==> src/rtl/seq_match_pkg.sv <==
// Shared constants and the masked-compare helper for the streaming pattern matcher.
package seq_match_pkg;

    // Default build: match the ASCII word "HELLO" coming from a byte source.
    localparam int DEF_DATA_W  = 8;
    localparam int DEF_PAT_LEN = 5;
    localparam int DEF_CNT_W   = 16;
    localparam logic [DEF_PAT_LEN*DEF_DATA_W-1:0] DEF_PATTERN = "HELLO";

    // Widest history the compare helper accepts. Callers zero-extend their
    // history, pattern and mask to this width so one function serves every
    // parameterisation.
    localparam int MAX_BITS = 1024;

    typedef logic [MAX_BITS-1:0] cmp_vec_t;

    // True when every bit selected by mask agrees between hist and pat.
    // mask is already expanded from per-symbol to per-bit form.
    function automatic logic mask_eq(input cmp_vec_t hist,
                                     input cmp_vec_t pat,
                                     input cmp_vec_t mask);
        return ((hist ^ pat) & mask) == '0;
    endfunction

endpackage

==> src/rtl/seq_match_hist.sv <==
// Symbol history shift register plus saturating fill counter.
// Exposes the next-state history and a "full after this symbol" flag so the
// parent can evaluate a hit in the same cycle the final symbol arrives.
module seq_match_hist
    import seq_match_pkg::*;
#(
    parameter int DATA_W  = DEF_DATA_W,
    parameter int PAT_LEN = DEF_PAT_LEN
) (
    input  logic                      clk_i,
    input  logic                      rst_ni,
    input  logic                      shift_i,
    input  logic [DATA_W-1:0]         sym_i,
    input  logic                      sync_zero_i,
    output logic [PAT_LEN*DATA_W-1:0] hist_nx_o,
    output logic                      full_nx_o
);
    localparam int HW = PAT_LEN * DATA_W;
    localparam int FW = $clog2(PAT_LEN + 1);
    localparam logic [FW-1:0] FILL_MAX = FW'(PAT_LEN);

    logic [HW-1:0] hist_q, hist_d;
    logic [FW-1:0] fill_q, fill_inc, fill_d;

    // Advance history and fill counter when a symbol is accepted.
    always_comb begin
        hist_d   = hist_q;
        fill_inc = fill_q;
        if (shift_i) begin
            // Newest symbol enters the low slot; the oldest falls off the top.
            hist_d = (hist_q << DATA_W) | HW'(sym_i);
            if (fill_q != FILL_MAX) begin
                fill_inc = fill_q + 1'b1;
            end
        end
    end

    // sync_zero is kept out of the outputs' cone so the parent's hit logic
    // can feed it back without forming a combinational loop.
    assign fill_d    = sync_zero_i ? '0 : fill_inc;
    assign hist_nx_o = hist_d;
    assign full_nx_o = (fill_inc == FILL_MAX);

    // History and fill state registers.
    always_ff @(posedge clk_i or negedge rst_ni) begin
        if (!rst_ni) begin
            hist_q <= '0;
            fill_q <= '0;
        end else begin
            hist_q <= hist_d;
            fill_q <= fill_d;
        end
    end

endmodule

==> src/rtl/seq_matcher.sv <==
// Streaming pattern detector: compares the last PAT_LEN accepted symbols
// against PATTERN (with per-slot don't-cares) and reports each detection as
// a one-cycle pulse, an LED toggle and a saturating count.
module seq_matcher
    import seq_match_pkg::*;
#(
    parameter int                        DATA_W  = DEF_DATA_W,
    parameter int                        PAT_LEN = DEF_PAT_LEN,
    parameter logic [PAT_LEN*DATA_W-1:0] PATTERN = DEF_PATTERN,
    parameter logic [PAT_LEN-1:0]        MASK    = '1,
    parameter bit                        OVERLAP = 1'b1,
    parameter int                        CNT_W   = DEF_CNT_W
) (
    input  logic              Clk,
    input  logic              Rst,
    input  logic              data_valid,
    input  logic [DATA_W-1:0] data,
    input  logic              clear,
    output logic              match,
    output logic              led,
    output logic [CNT_W-1:0]  match_cnt
);
    localparam int HW = PAT_LEN * DATA_W;
    localparam logic [CNT_W-1:0] CNT_MAX = '1;

    logic             accept;
    logic             full_nx;
    logic             hit;
    logic             sync_zero;
    logic [HW-1:0]    hist_nx;
    logic [HW-1:0]    bitmask;
    cmp_vec_t         hist_ext, pat_ext, mask_ext;
    logic             match_q, match_d;
    logic             led_q, led_d;
    logic [CNT_W-1:0] cnt_q, cnt_d;

    // clear wins over a symbol presented in the same cycle.
    assign accept = data_valid & ~clear;

    // Restart detection on clear, and after every hit when matches may not
    // share symbols.
    assign sync_zero = clear | (hit & ~OVERLAP);

    seq_match_hist #(
        .DATA_W  (DATA_W),
        .PAT_LEN (PAT_LEN)
    ) u_hist (
        .clk_i       (Clk),
        .rst_ni      (Rst),
        .shift_i     (accept),
        .sym_i       (data),
        .sync_zero_i (sync_zero),
        .hist_nx_o   (hist_nx),
        .full_nx_o   (full_nx)
    );

    // Expand the per-symbol mask to a per-bit mask.
    for (genvar i = 0; i < PAT_LEN; i++) begin : g_mask
        assign bitmask[i*DATA_W +: DATA_W] = {DATA_W{MASK[i]}};
    end

    // Zero-extend operands to the helper's fixed width.
    always_comb begin
        hist_ext         = '0;
        pat_ext          = '0;
        mask_ext         = '0;
        hist_ext[HW-1:0] = hist_nx;
        pat_ext[HW-1:0]  = PATTERN;
        mask_ext[HW-1:0] = bitmask;
    end

    // A hit is judged on the history as it will be after this symbol, so the
    // pulse appears in the cycle right after the final symbol is presented.
    assign hit = accept & full_nx & mask_eq(hist_ext, pat_ext, mask_ext);

    // Next-state for the pulse, LED and saturating counter.
    always_comb begin
        match_d = hit;
        led_d   = led_q;
        cnt_d   = cnt_q;
        if (clear) begin
            match_d = 1'b0;
            cnt_d   = '0;
        end else if (hit) begin
            led_d = ~led_q;
            if (cnt_q != CNT_MAX) begin
                cnt_d = cnt_q + 1'b1;
            end
        end
    end

    // Output registers; the LED idles lit out of reset.
    always_ff @(posedge Clk or negedge Rst) begin
        if (!Rst) begin
            match_q <= 1'b0;
            led_q   <= 1'b1;
            cnt_q   <= '0;
        end else begin
            match_q <= match_d;
            led_q   <= led_d;
            cnt_q   <= cnt_d;
        end
    end

    assign match     = match_q;
    assign led       = led_q;
    assign match_cnt = cnt_q;

endmodule
==> config.mk <==
export PLATFORM = sky130hd
export DESIGN_NAME = seq_matcher
export DESIGN_NICKNAME = d
export VERILOG_FILES = /design/src/rtl/seq_match_pkg.sv /design/src/rtl/seq_match_hist.sv /design/src/rtl/seq_matcher.sv
export SDC_FILE = /design/constraint.sdc
export NUM_CORES = 1
export LEC_CHECK = 0
export ABC_AREA = 1
export CORE_ASPECT_RATIO = 1.2
export CORE_UTILIZATION = 50
export CTS_BUF_LIST = sky130_fd_sc_hd__clkbuf_8
export CTS_CLUSTER_DIAMETER = 50
export DETAILED_ROUTE_END_ITERATION = 8
export GPL_ROUTABILITY_DRIVEN = 0
export PLACE_DENSITY = 0.67
export SLEW_MARGIN = 25
export SYNTH_ARGS = -nofsm -noshare
export SYNTH_HDL_FRONTEND = slang
export SYNTH_SLANG_ARGS = --single-unit
export TNS_END_PERCENT = 1
==> constraint.sdc <==
create_clock -name Clk -period 2.42 [get_ports Clk]
set_input_delay 0.484 -clock Clk [delete_from_list [all_inputs] [get_ports Clk]]
set_output_delay 0.484 -clock Clk [all_outputs]
set_load 0.01 [all_outputs]
==> results of run 1 <==
[through the flow]
step / area [sq um] / TNS, ns / setup slack [ns] / std cells
global route: 3910 / -0.149 / -0.0344 / 548
global placement: 3700 / -2.24 / -0.142 / 530
floorplan: 3160 / 0 / 0.467 / 404
finish: 3910 / 0 / 0.142 / 548
detailed placement: 3700 / -2.71 / -0.173 / 530
CTS: 3880 / 0 / 0.167 / 546
[worst max-delay path by stage]
stage / from / endpoint / slack [ns] / depth (start not counted)
global route: clear / match_cnt[0] / -0.03 / 14
floorplan: data_valid / match_cnt[7] / 0.47 / 14
global placement: data_valid / match_cnt[0] / -0.14 / 12
CTS: data_valid / match_cnt[0] / 0.17 / 12
finish: clear / match_cnt[0] / 0.14 / 15
detailed placement: data_valid / match_cnt[0] / -0.17 / 12
[critical path: cells and delay by family]
kind / cells / cell delay (ns)
AND/OR/NAND/NOR: 11 / 1.07
buffers and inverters: 4 / 0.95
[logic make-up (layout without fill, tap and decap cells)]
| group | after synthesis | count (layout) | synth area share [%] |
|---|---|---|---|
| xor+xnor | 16 | 16 | 4.44 |
| flops | 60 | 60 | 47.6 |
| buf+inv | 66 | 128 | 10.1 |
| simple gates | 256 | 256 | 36.2 |
| compound gates | 3 | 3 | 0.475 |
| fa+ha+maj | 3 | 3 | 1.19 |
[report_power, final]
group | leakage [nW] | switching [mW] | internal [mW]
Sequential | 0.755 | 0.0521 | 1.12
Combinational | 1.27 | 0.250 | 0.190
Clock | 0.106 | 0.384 | 0.443
[final cells by class]
class	count	area, sq um	share of cell area [%]
clock buffers	12	165	4.22
repair buffers	62	596	15.2
clock inverters	4	16.3	0.416
inverters	50	190	4.86
well taps	82	103	2.62
multi-input cells	278	1340	34.3
flip-flops and latches	60	1500	38.4
[metal layers]
| layer | GRT usage (%) | part of all wire [%] |
|---|---|---|
| met1 | 31.5 | 46 |
| met5 | 0 | 0 |
| met4 | 10.6 | 2.0 |
| met3 | 3.49 | 2.6 |
| met2 | 39.5 | 50 |
[sequential cells by signal, indices dropped and copies added (netlist names)]
signal         count
led                1
u_hist.fill_q      3
match              1
u_hist.hist_q     39
match_cnt         16
[cells in the mapped netlist, types with 3 or more instances]
cell      instances  area [sq um]
nand2_1         135           507
dfrtp_1          59          1480
nand3_1          50           250
inv_1            48           180
nor2_1           39           146
nand4_1          16           100
xor2_1           13           114
buf_6             7          78.8
buf_1             4          15.0
buf_4             4          30.0
nand3b_1          4          30.0
ha_1              3          37.5
nor2_4            3          33.8
nor3_1            3          15.0
xnor2_1           3          26.3
[cells in the final DEF, fill, tap and decap left out, types with 2 or more instances in the layout]
cell             count
nand3b_1             4
nand2_1            135
nand3_2              2
nand4_1             16
dfrtp_1             59
buf_4               28
inv_1               51
clkbuf_8            12
buf_12               5
xnor2_1              3
xor2_1              13
nor2_1              39
nor2_4               3
nor3_1               3
ha_1                 3
clkdlybuf4s50_1     28
nand3_1             49
[repair_timing]
action,CTS,global route
buffers inserted,0,2
setup endpoints to repair,0,17
resized for setup,0,1
==> results.py, run 1 <==
metrics = {
    "critical_path": {
        "crit_arrival_ns": 2.51,
        "start_kind": "input pin",
        "endpoint_kind": "flop",
        "regToRegEndpoint": "match_cnt[0]",
        "r2r_start": "match_cnt[0]",
        "cp_slowest_cell": "clkdlybuf4s50_1",
        "path_class": "input pin to flop",
        "r2r_slack_ns": 0.28,
        "worstPathRequired_ns": 2.65,
        "reg2regPathDepth": 9,
        "crit_path_max_incr_delay_ns": 0.53,
        "crit_chain": "clkdlybuf4s50_1 -> buf_4 -> nor2_4 -> buf_12 -> buf_4 -> nand2_1 -> nand2_1 -> nor2_1 -> nand2_1 -> nor2_1 -> nand2_1 -> nor2_4 -> nand3_4 -> nand3_1 -> nand2_1",
        "crit_fanout": 16,
        "cp_common_cell": "nand2_1",
    },
    "sta": {
        "whs_ns": 0.104,
        "final.min_clock_period_ns": 2.28,
        "rsz0062_at_grt": "true",
        "max-slew-margin-rel_pct": 66.6,
        "maxSlewViolCount": 0,
        "setup_viol": 0,
        "clock.fmax_ghz": 0.439,
        "clock-skew-final_ns": 0.0108,
        "hold_viol": 0,
        "fin_crit_sh_pct": 94.1,
        "tightest_slew_ns": 0.500,
    },
    "drt": {
        "drc": 0,
        "vias": 2715,
        "via_per_inst": 4.95,
        "drtIter0Drc": 134,
        "drtPass1Iterations": 4,
        "routed_wirelength_um": 6930,
        "routedWlPerCell_um": 12.6,
        "ant_nets": 0,
    },
    "yosys": {
        "syn_avg_cell_area_sq_um": 7.81,
        "yosys_register_bits": 60,
        "netlist_instances": 404,
        "ys.flop_type": "dfrtp_1",
        "synth_edf_count": 0,
        "yosysWarnings": 0,
        "syn-num-nets": 419,
        "synthDistinctLibCells": 28,
        "netlist_area_sq_um": 3160,
        "async_reset_ff_share_pct": 100,
        "yosysSeqAreaShare_pct": 47.6,
    },
    "floorplanning": {
        "num_rows": 31,
        "dieArea_sq_um": 6630,
        "die_y_um": 89.0,
        "io_pins": 30,
        "start_util_pct": 52.2,
        "fp.dieW_um": 74.5,
        "fp.coreArea_sq_um": 6050,
    },
    "cts": {
        "cts_max_level": 3,
        "clkTransAtPathRegs_ns": 0.06,
        "cts_buffers": 9,
        "cts.sink_count": 60,
        "cts_buffer_depth": 2,
        "cts-hold-fix-buffers": 0,
        "insertion_delay_ns": 0.34,
        "root_buffer": "clkbuf_8",
        "cts_tree": "done",
    },
    "global_routing": {
        "grt_usage_pct": 24.0,
        "grt_pass1_vias": 2577,
        "grt_max_degree": 28,
        "grt_pass1_wl_um": 11900,
        "grt.overflow.total": 0,
        "antenna_found_initial": 0,
    },
    "cells_and_area": {
        "fin_nets": 476,
        "diodes": 0,
        "nFillCells": 546,
        "drive_gt1_share_pct": 12.9,
        "final_util_pct": 64.7,
        "area_growth_pct": 24.0,
    },
    "placement": {
        "io_buffer_count": 29,
        "dp_hpwl_um": 4830,
    },
    "flow_run": {
        "max-cap-violations": 0,
    },
    "power_and_ir_drop": {
        "ir_drop_v": 0.000379,
        "power_density_nw_per_um2": 622,
        "power.leakage_nw": 2.13,
        "finalPower_mw": 2.44,
    },
    "run_status": {
        "status": "complete, no violations",
    },
    "worst_hold_path": {
        "hp-class": "input pin to async pin",
    },
}
Note: power is estimated with default switching activity, not from simulation.
==> run 2, diff against run 1 <==
Settings changed: CORE_ASPECT_RATIO 1.2 to 1.5, SETUP_SLACK_MARGIN from default to 0.5, TNS_END_PERCENT 1 to 30.
==> results.py, run 2 (synthesized netlist as in run 1, its figures left out) <==
metrics = {
    "run_status": {
        "status": "complete, no violations",
    },
    "drt": {
        "drc": 0,
        "wl_met2_um": 4220,
        "vias": 2783,
        "drtPass1Iterations": 4,
        "drtIter0Drc": 159,
        "met1_length_um": 3140,
        "ant_nets": 0,
        "dr_wl_met3_um": 184,
        "routed_wirelength_um": 7660,
        "routedWlPerCell_um": 13.9,
        "via_per_inst": 5.04,
        "highest_layer": "met4",
    },
    "cells_and_area": {
        "fin_nets": 488,
        "final_common_cell": "nand2_1",
        "final_util_pct": 67.8,
        "finalInstanceArea_sq_um": 4160,
        "area_growth_pct": 31.7,
        "largest_reg_flops": 39,
        "largest_register": "u_hist.hist_q",
        "diodes": 0,
        "drive_gt1_share_pct": 21.8,
        "layoutNonFillerInstCount": 552,
        "final_cell_mix": "nand2_1, dfrtp_1, inv_1, nand3_1, nor2_1",
        "nFillCells": 539,
    },
    "critical_path": {
        "start_kind": "flop",
        "crit_chain": "inv_2 -> ha_4 -> nand2_4 -> nand2_4 -> nand2_2 -> nand2_2 -> nand2_2 -> nor2_2 -> nand2_2 -> nor2_4 -> nand3_4 -> nand3_2 -> nand2_1",
        "reg2regPathDepth": 13,
        "regToRegEndpoint": "match_cnt[0]",
        "crit_arrival_ns": 2.14,
        "r2r_start": "u_hist.fill_q[1]",
        "cp_top_family": "simple AND/OR/NAND/NOR gates",
        "endpoint_kind": "flop",
        "path_class": "flop to flop",
        "cp_slowest_cell": "dfrtp_1",
        "crit_path_max_incr_delay_ns": 0.42,
        "r2r_slack_ns": 0.50,
        "startpoint": "u_hist.fill_q[1]",
        "cp_common_cell": "nand2_2",
        "path_buf_inv": 1,
        "crit_fanout": 8,
        "worstPathRequired_ns": 2.64,
    },
    "global_routing": {
        "grt_usage_pct": 24.7,
        "grt_max_degree": 61,
        "grt_pass1_vias": 2727,
        "grt_pass1_wl_um": 12300,
        "antenna_found_initial": 0,
        "grt.overflow.total": 0,
    },
    "cts": {
        "cts-hold-fix-buffers": 0,
        "insertion_delay_ns": 0.33,
        "cts.sink_count": 60,
        "root_buffer": "clkbuf_8",
        "cts_tree": "done",
        "cts_max_level": 3,
        "clkTransAtPathRegs_ns": 0.07,
        "cts_buffers": 9,
        "cts_buffer_depth": 2,
    },
    "sta": {
        "setup_viol": 0,
        "tightest_slew_ns": 0.367,
        "final.min_clock_period_ns": 1.92,
        "maxSlewViolCount": 0,
        "whs_ns": 0.153,
        "rsz0062_at_grt": "true",
        "fin_crit_sh_pct": 79.5,
        "clock.fmax_ghz": 0.520,
        "clock-skew-final_ns": 0.0102,
        "hold_viol": 0,
        "max-slew-margin-rel_pct": 75.4,
    },
    "placement": {
        "dp_hpwl_um": 5060,
        "place_area_sq_um": 3710,
        "place_inst": 525,
        "io_buffer_count": 29,
    },
    "flow_run": {
        "max-cap-violations": 0,
    },
    "power_and_ir_drop": {
        "power.leakage_nw": 2.20,
        "ir_drop_v": 0.000357,
        "power_density_nw_per_um2": 594,
    },
    "floorplanning": {
        "fp.coreArea_sq_um": 6130,
        "fp.dieW_um": 66.9,
        "dieArea_sq_um": 6640,
        "die_y_um": 99.3,
        "io_pins": 30,
        "num_rows": 35,
        "start_util_pct": 51.5,
    },
    "worst_hold_path": {
        "hp-class": "input pin to async pin",
    },
}
[run 2: through the flow]
step	TNS [ns]	total power, mW	setup WS [ns]
floorplan	0	1.44	0.520
finish	0	2.47	0.497
global route	0	2.60	0.354
detailed placement	-3.47	1.63	-0.212
global placement	-3.25	1.62	-0.201
CTS	0	2.45	0.499
[run 2: worst register-to-register path, delay by kind of cell (launching register included)]
kind / cells / cell delay (ns)
adders and majority gates: 1 / 0.15
DFF: 1 / 0.42
buffers and inverters: 1 / 0.11
and+or+nand+nor: 11 / 1.13
[run 2: routing by layer]
layer	vias up	track usage, %
li1	1404	-
met1	1326	28.9
met2	43	44.1
met3	10	2.75
met4	0	11.0
met5	-	0
[run 2: where the power goes]
group	internal (mW)	switching, mW
sequential	1.12	0.0571
combinational	0.208	0.268
clock	0.443	0.376
[run 2: worst max path at each step]
stage | to | slack (ns) | depth (start not counted)
6_report | match_cnt[0] | 0.50 | 13
5_1_grt | match_cnt[6] | 0.35 | 12
4_1_cts | match_cnt[13] | 0.50 | 13
3_5_place_dp | match_cnt[5] | -0.21 | 11
3_3_place_gp | match_cnt[6] | -0.20 | 11
2_1_floorplan | match_cnt[7] | 0.52 | 14
[run 2: cell type report]
class                           instances  area [sq um]  share of cell area (%)
Timing Repair Buffer                   72           663                    16.0
Clock buffer                           12           165                    3.97
Inverter                               50           190                    4.58
Sequential cell                        60          1500                    36.2
Multi-Input combinational cell        280          1530                    36.7
Tap cell                               74          92.6                    2.23
Clock inverter                          4          16.3                   0.391
[run 2: repair_timing]
action	4_1_cts	5_1_grt
gates cloned	2	1
buffers inserted	1	7
resized for setup	9	44
pin swaps	6	25
endpoints found under the hold margin	0	0
setup endpoints to repair	18	20
==> patch 1: new RTL, config.mk and constraints of run 2 <==
The package constant `DEF_CNT_W` goes from 16 to 32.
--- a/src/rtl/seq_match_pkg.sv
+++ b/src/rtl/seq_match_pkg.sv
@@ -4,7 +4,7 @@
     // Default build: match the ASCII word "HELLO" coming from a byte source.
     localparam int DEF_DATA_W  = 8;
     localparam int DEF_PAT_LEN = 5;
-    localparam int DEF_CNT_W   = 16;
+    localparam int DEF_CNT_W   = 32;
     localparam logic [DEF_PAT_LEN*DEF_DATA_W-1:0] DEF_PATTERN = "HELLO";
 
     // Widest history the compare helper accepts. Callers zero-extend their
Interface: changed (resized match_cnt); port bits go from 30 to 46. The function was not compared with the original's and may differ.
==> patch 1 against run 2 <==
Setup slack got worse by 0.035 ns. Hold slack got worse by 0.083 ns. Final area rose by 52%. Power rose by 21%. Sequential cell count rose by 16. Area after synthesis rose by 58%. Sequential share of layout area fell by 5.9 points. Combinational power rose by 19%. Routed wire length rose by 78%.
==> patch 1: results <==
<?xml version="1.0" encoding="UTF-8"?>
<metrics>
  <group name="layout">
    <metric name="fill_cells" unit="">851</metric>
    <metric name="fraction_of_area_in_multi_input_gates" unit="">0.410</metric>
    <metric name="final_layout_size_suffix_gt1_frac" unit="">0.180</metric>
    <metric name="final_core_utilization" unit="">0.650</metric>
    <metric name="layout.nets" unit="">834</metric>
  </group>
  <group name="route">
    <metric name="met1_length" unit="µm">5040</metric>
    <metric name="via_count" unit="">5019</metric>
    <metric name="wl_per_cell" unit="µm">14.6</metric>
    <metric name="dr.pass1.iters" unit="">5</metric>
  </group>
  <group name="pwr">
    <metric name="p_leak" unit="nW">3.23</metric>
    <metric name="comb_power" unit="mW">0.567</metric>
    <metric name="power.net_switching" unit="mW">0.889</metric>
    <metric name="power_frac_clock" unit="">0.323</metric>
  </group>
  <group name="clocking">
    <metric name="clock_latency_of_the_later_clocked_register_in_the_worst_skew_pair" unit="ns">0.37</metric>
  </group>
  <group name="global_route">
    <metric name="grt_max_degree" unit="">42</metric>
    <metric name="met1_usage" unit="">0.293</metric>
    <metric name="grt_use_total" unit="">0.275</metric>
  </group>
  <group name="run_status">
    <metric name="status" unit="">completed</metric>
  </group>
  <group name="worst_setup_path">
    <metric name="worst_setup_path_startpoint" unit="">match_cnt[20]</metric>
    <metric name="cpPeakStageDelay" unit="ns">0.59</metric>
    <metric name="rr_endpoint" unit="">match_cnt[1]</metric>
    <metric name="arrival" unit="ns">1.47</metric>
    <metric name="worstRegToRegCells" unit="">11</metric>
  </group>
  <group name="timing">
    <metric name="max_slew.worst_pin.slew" unit="ns">0.490</metric>
    <metric name="fin_worst_skew" unit="ns">0.00915</metric>
  </group>
  <group name="synth">
    <metric name="synth-xor-area-share" unit="">0.0281</metric>
    <metric name="synth_compound_gate_area_share" unit="">0.0145</metric>
  </group>
</metrics>
==> patch 1: cell types whose count changed in the layout (fill, tap and decap cells not counted), moves of 4 or more <==
cell,delta
sky130_fd_sc_hd__nor2_1,+44
sky130_fd_sc_hd__nand3_1,+16
sky130_fd_sc_hd__buf_12,+5
sky130_fd_sc_hd__inv_1,+41
sky130_fd_sc_hd__nand3_2,+13
sky130_fd_sc_hd__dfrtp_1,+13
sky130_fd_sc_hd__buf_4,+24
sky130_fd_sc_hd__nand2_1,+133
sky130_fd_sc_hd__and3_1,+4
sky130_fd_sc_hd__clkdlybuf4s50_1,+16
sky130_fd_sc_hd__nand4_1,+19
sky130_fd_sc_hd__nor3_1,+4
==> patch 1: repair_timing <==
item                       in CTS  in global routing
setup endpoints to repair      45                 62
gates resized for setup        31                 15
setup buffers                  14                  1
pin swaps                       7                  8
gates cloned                    1                  0
==> patch 2: new RTL, flow settings as in run 2 <==
Made on the original files. Make the reset (`Rst` and `rst_ni`) synchronous in 2 clocked blocks.
--- a/src/rtl/seq_match_hist.sv
+++ b/src/rtl/seq_match_hist.sv
@@ -42,7 +42,7 @@
     assign full_nx_o = (fill_inc == FILL_MAX);
 
     // History and fill state registers.
-    always_ff @(posedge clk_i or negedge rst_ni) begin
+    always_ff @(posedge clk_i) begin
         if (!rst_ni) begin
             hist_q <= '0;
             fill_q <= '0;
--- a/src/rtl/seq_matcher.sv
+++ b/src/rtl/seq_matcher.sv
@@ -90,7 +90,7 @@
     end
 
     // Output registers; the LED idles lit out of reset.
-    always_ff @(posedge Clk or negedge Rst) begin
+    always_ff @(posedge Clk) begin
         if (!Rst) begin
             match_q <= 1'b0;
             led_q   <= 1'b1;
Check against the original RTL: differs if Rst is asserted again (counterexample within 10 cycles, from zero or initial values and one cycle with Rst low); with Rst held inactive, the same outputs for 10 cycles.
==> patch 2 against run 2 <==
Final area is 32% higher. Sequential cell count grew 1. Routed wire length rose by 63%. Via count rose by 64%. Clock power up 29%. Sequential share of layout area fell by 14 points. Critical path depth is 3 higher. Sequential power fell by 8%. Area after synthesis rose by 20%. Setup slack got worse by 0.083 ns. Power up 10%. Critical path type is now in -> reg. Largest cell class unchanged.
==> patch 2: results <==
<?xml version="1.0" encoding="UTF-8"?>
<metrics>
  <group name="synth">
    <metric name="net_count_after_synthesis" unit="">686</metric>
    <metric name="synth_cell_types" unit="">26</metric>
    <metric name="share_of_synthesized_area_occupied_by_flip_flops_and_latches" unit="">0.321</metric>
    <metric name="synth_compound_gate_area_share" unit="">0.0155</metric>
    <metric name="synth-xor-area-share" unit="">0</metric>
  </group>
  <group name="worst_setup_path">
    <metric name="critPathMaxFanout" unit="">7</metric>
    <metric name="worst_path_max_delay_cell" unit="">sky130_fd_sc_hd__nor2_4</metric>
    <metric name="worst_setup_path_startpoint" unit="">clear</metric>
    <metric name="reg2reg_slack" unit="ns">0.46</metric>
    <metric name="cpPeakStageDelay" unit="ns">0.17</metric>
  </group>
  <group name="timing">
    <metric name="max_slew.worst_pin.slew" unit="ns">0.480</metric>
    <metric name="hold-worst-slack" unit="ns">0.485</metric>
    <metric name="max_freq" unit="MHz">499</metric>
  </group>
  <group name="run_status">
    <metric name="status" unit="">completed</metric>
  </group>
  <group name="placed_design">
    <metric name="dp_worst_setup_slack" unit="ns">-0.408</metric>
    <metric name="placed_area" unit="mm²">0.00464</metric>
    <metric name="placedCellCount" unit="">843</metric>
  </group>
  <group name="layout">
    <metric name="non_clock_buffer_count" unit="">130</metric>
    <metric name="fraction_of_area_in_multi_input_gates" unit="">0.417</metric>
    <metric name="layout.clock_buffers" unit="">11</metric>
    <metric name="final_layout_size_suffix_gt1_frac" unit="">0.232</metric>
    <metric name="layout_inverter_count_without_the_clock_tree" unit="">87</metric>
    <metric name="flops_and_latches" unit="">61</metric>
    <metric name="multiInputGateArea" unit="mm²">0.00229</metric>
  </group>
  <group name="clocking">
    <metric name="clock_latency_of_the_later_clocked_register_in_the_worst_skew_pair" unit="ns">0.36</metric>
  </group>
  <group name="global_route">
    <metric name="grt_pass1_vias" unit="">4293</metric>
    <metric name="grt_first_pass_wirelength" unit="µm">19500</metric>
  </group>
  <group name="pwr">
    <metric name="power.net_switching" unit="mW">0.774</metric>
  </group>
</metrics>
[patch 2: cell types whose count changed in the layout (fill, tap and decap cells not counted), moves of 5 or more]
cell / run 2 / this run
sky130_fd_sc_hd__nand2_1: 126 / 239
sky130_fd_sc_hd__nor2_1: 37 / 111
sky130_fd_sc_hd__dfrtp_1: 58 / 0
sky130_fd_sc_hd__dfxtp_1: 0 / 58
sky130_fd_sc_hd__buf_4: 35 / 79
sky130_fd_sc_hd__inv_1: 50 / 82
sky130_fd_sc_hd__nand3_1: 38 / 54
sky130_fd_sc_hd__xor2_1: 13 / 0
sky130_fd_sc_hd__nand2_2: 8 / 19
sky130_fd_sc_hd__nor2_2: 3 / 13
sky130_fd_sc_hd__buf_12: 4 / 9
sky130_fd_sc_hd__buf_16: 0 / 5
sky130_fd_sc_hd__buf_6: 4 / 9
[patch 2: repair_timing]
action | in CTS | in global routing
pin swaps | 33 | 18
gates resized for setup | 69 | 28
setup endpoints to repair | 18 | 19
hold endpoints to repair | 0 | 0
buffers inserted | 22 | 3
hold buffers | 0 | 0
cloned | 6 | 0
[patch 2: power by group through the flow]
stage               registers [mW]  clock network [mW]  logic (mW)
CTS                           1.08                1.06       0.559
floorplan                     1.09                   0       0.275
finish                        1.08                1.06       0.590
detailed placement            1.10                   0       0.461
global placement              1.10                   0       0.457
global route                  1.08                1.10       0.642
[patch 2: routing by layer]
layer  share of wire  up-vias  GRT usage
li1                -     2272          -
met5               0        -          0
met3           0.043       53     0.0462
met2            0.53      160      0.602
met1            0.38     2072      0.327
met4           0.048        0      0.238
[patch 2: cells by family (layout without fill, tap and decap cells)]
group | Yosys count | after routing
compound gates | 10 | 10
simple gates | 483 | 483
fa+ha+maj | 3 | 3
flops | 61 | 61
buf+inv | 114 | 233
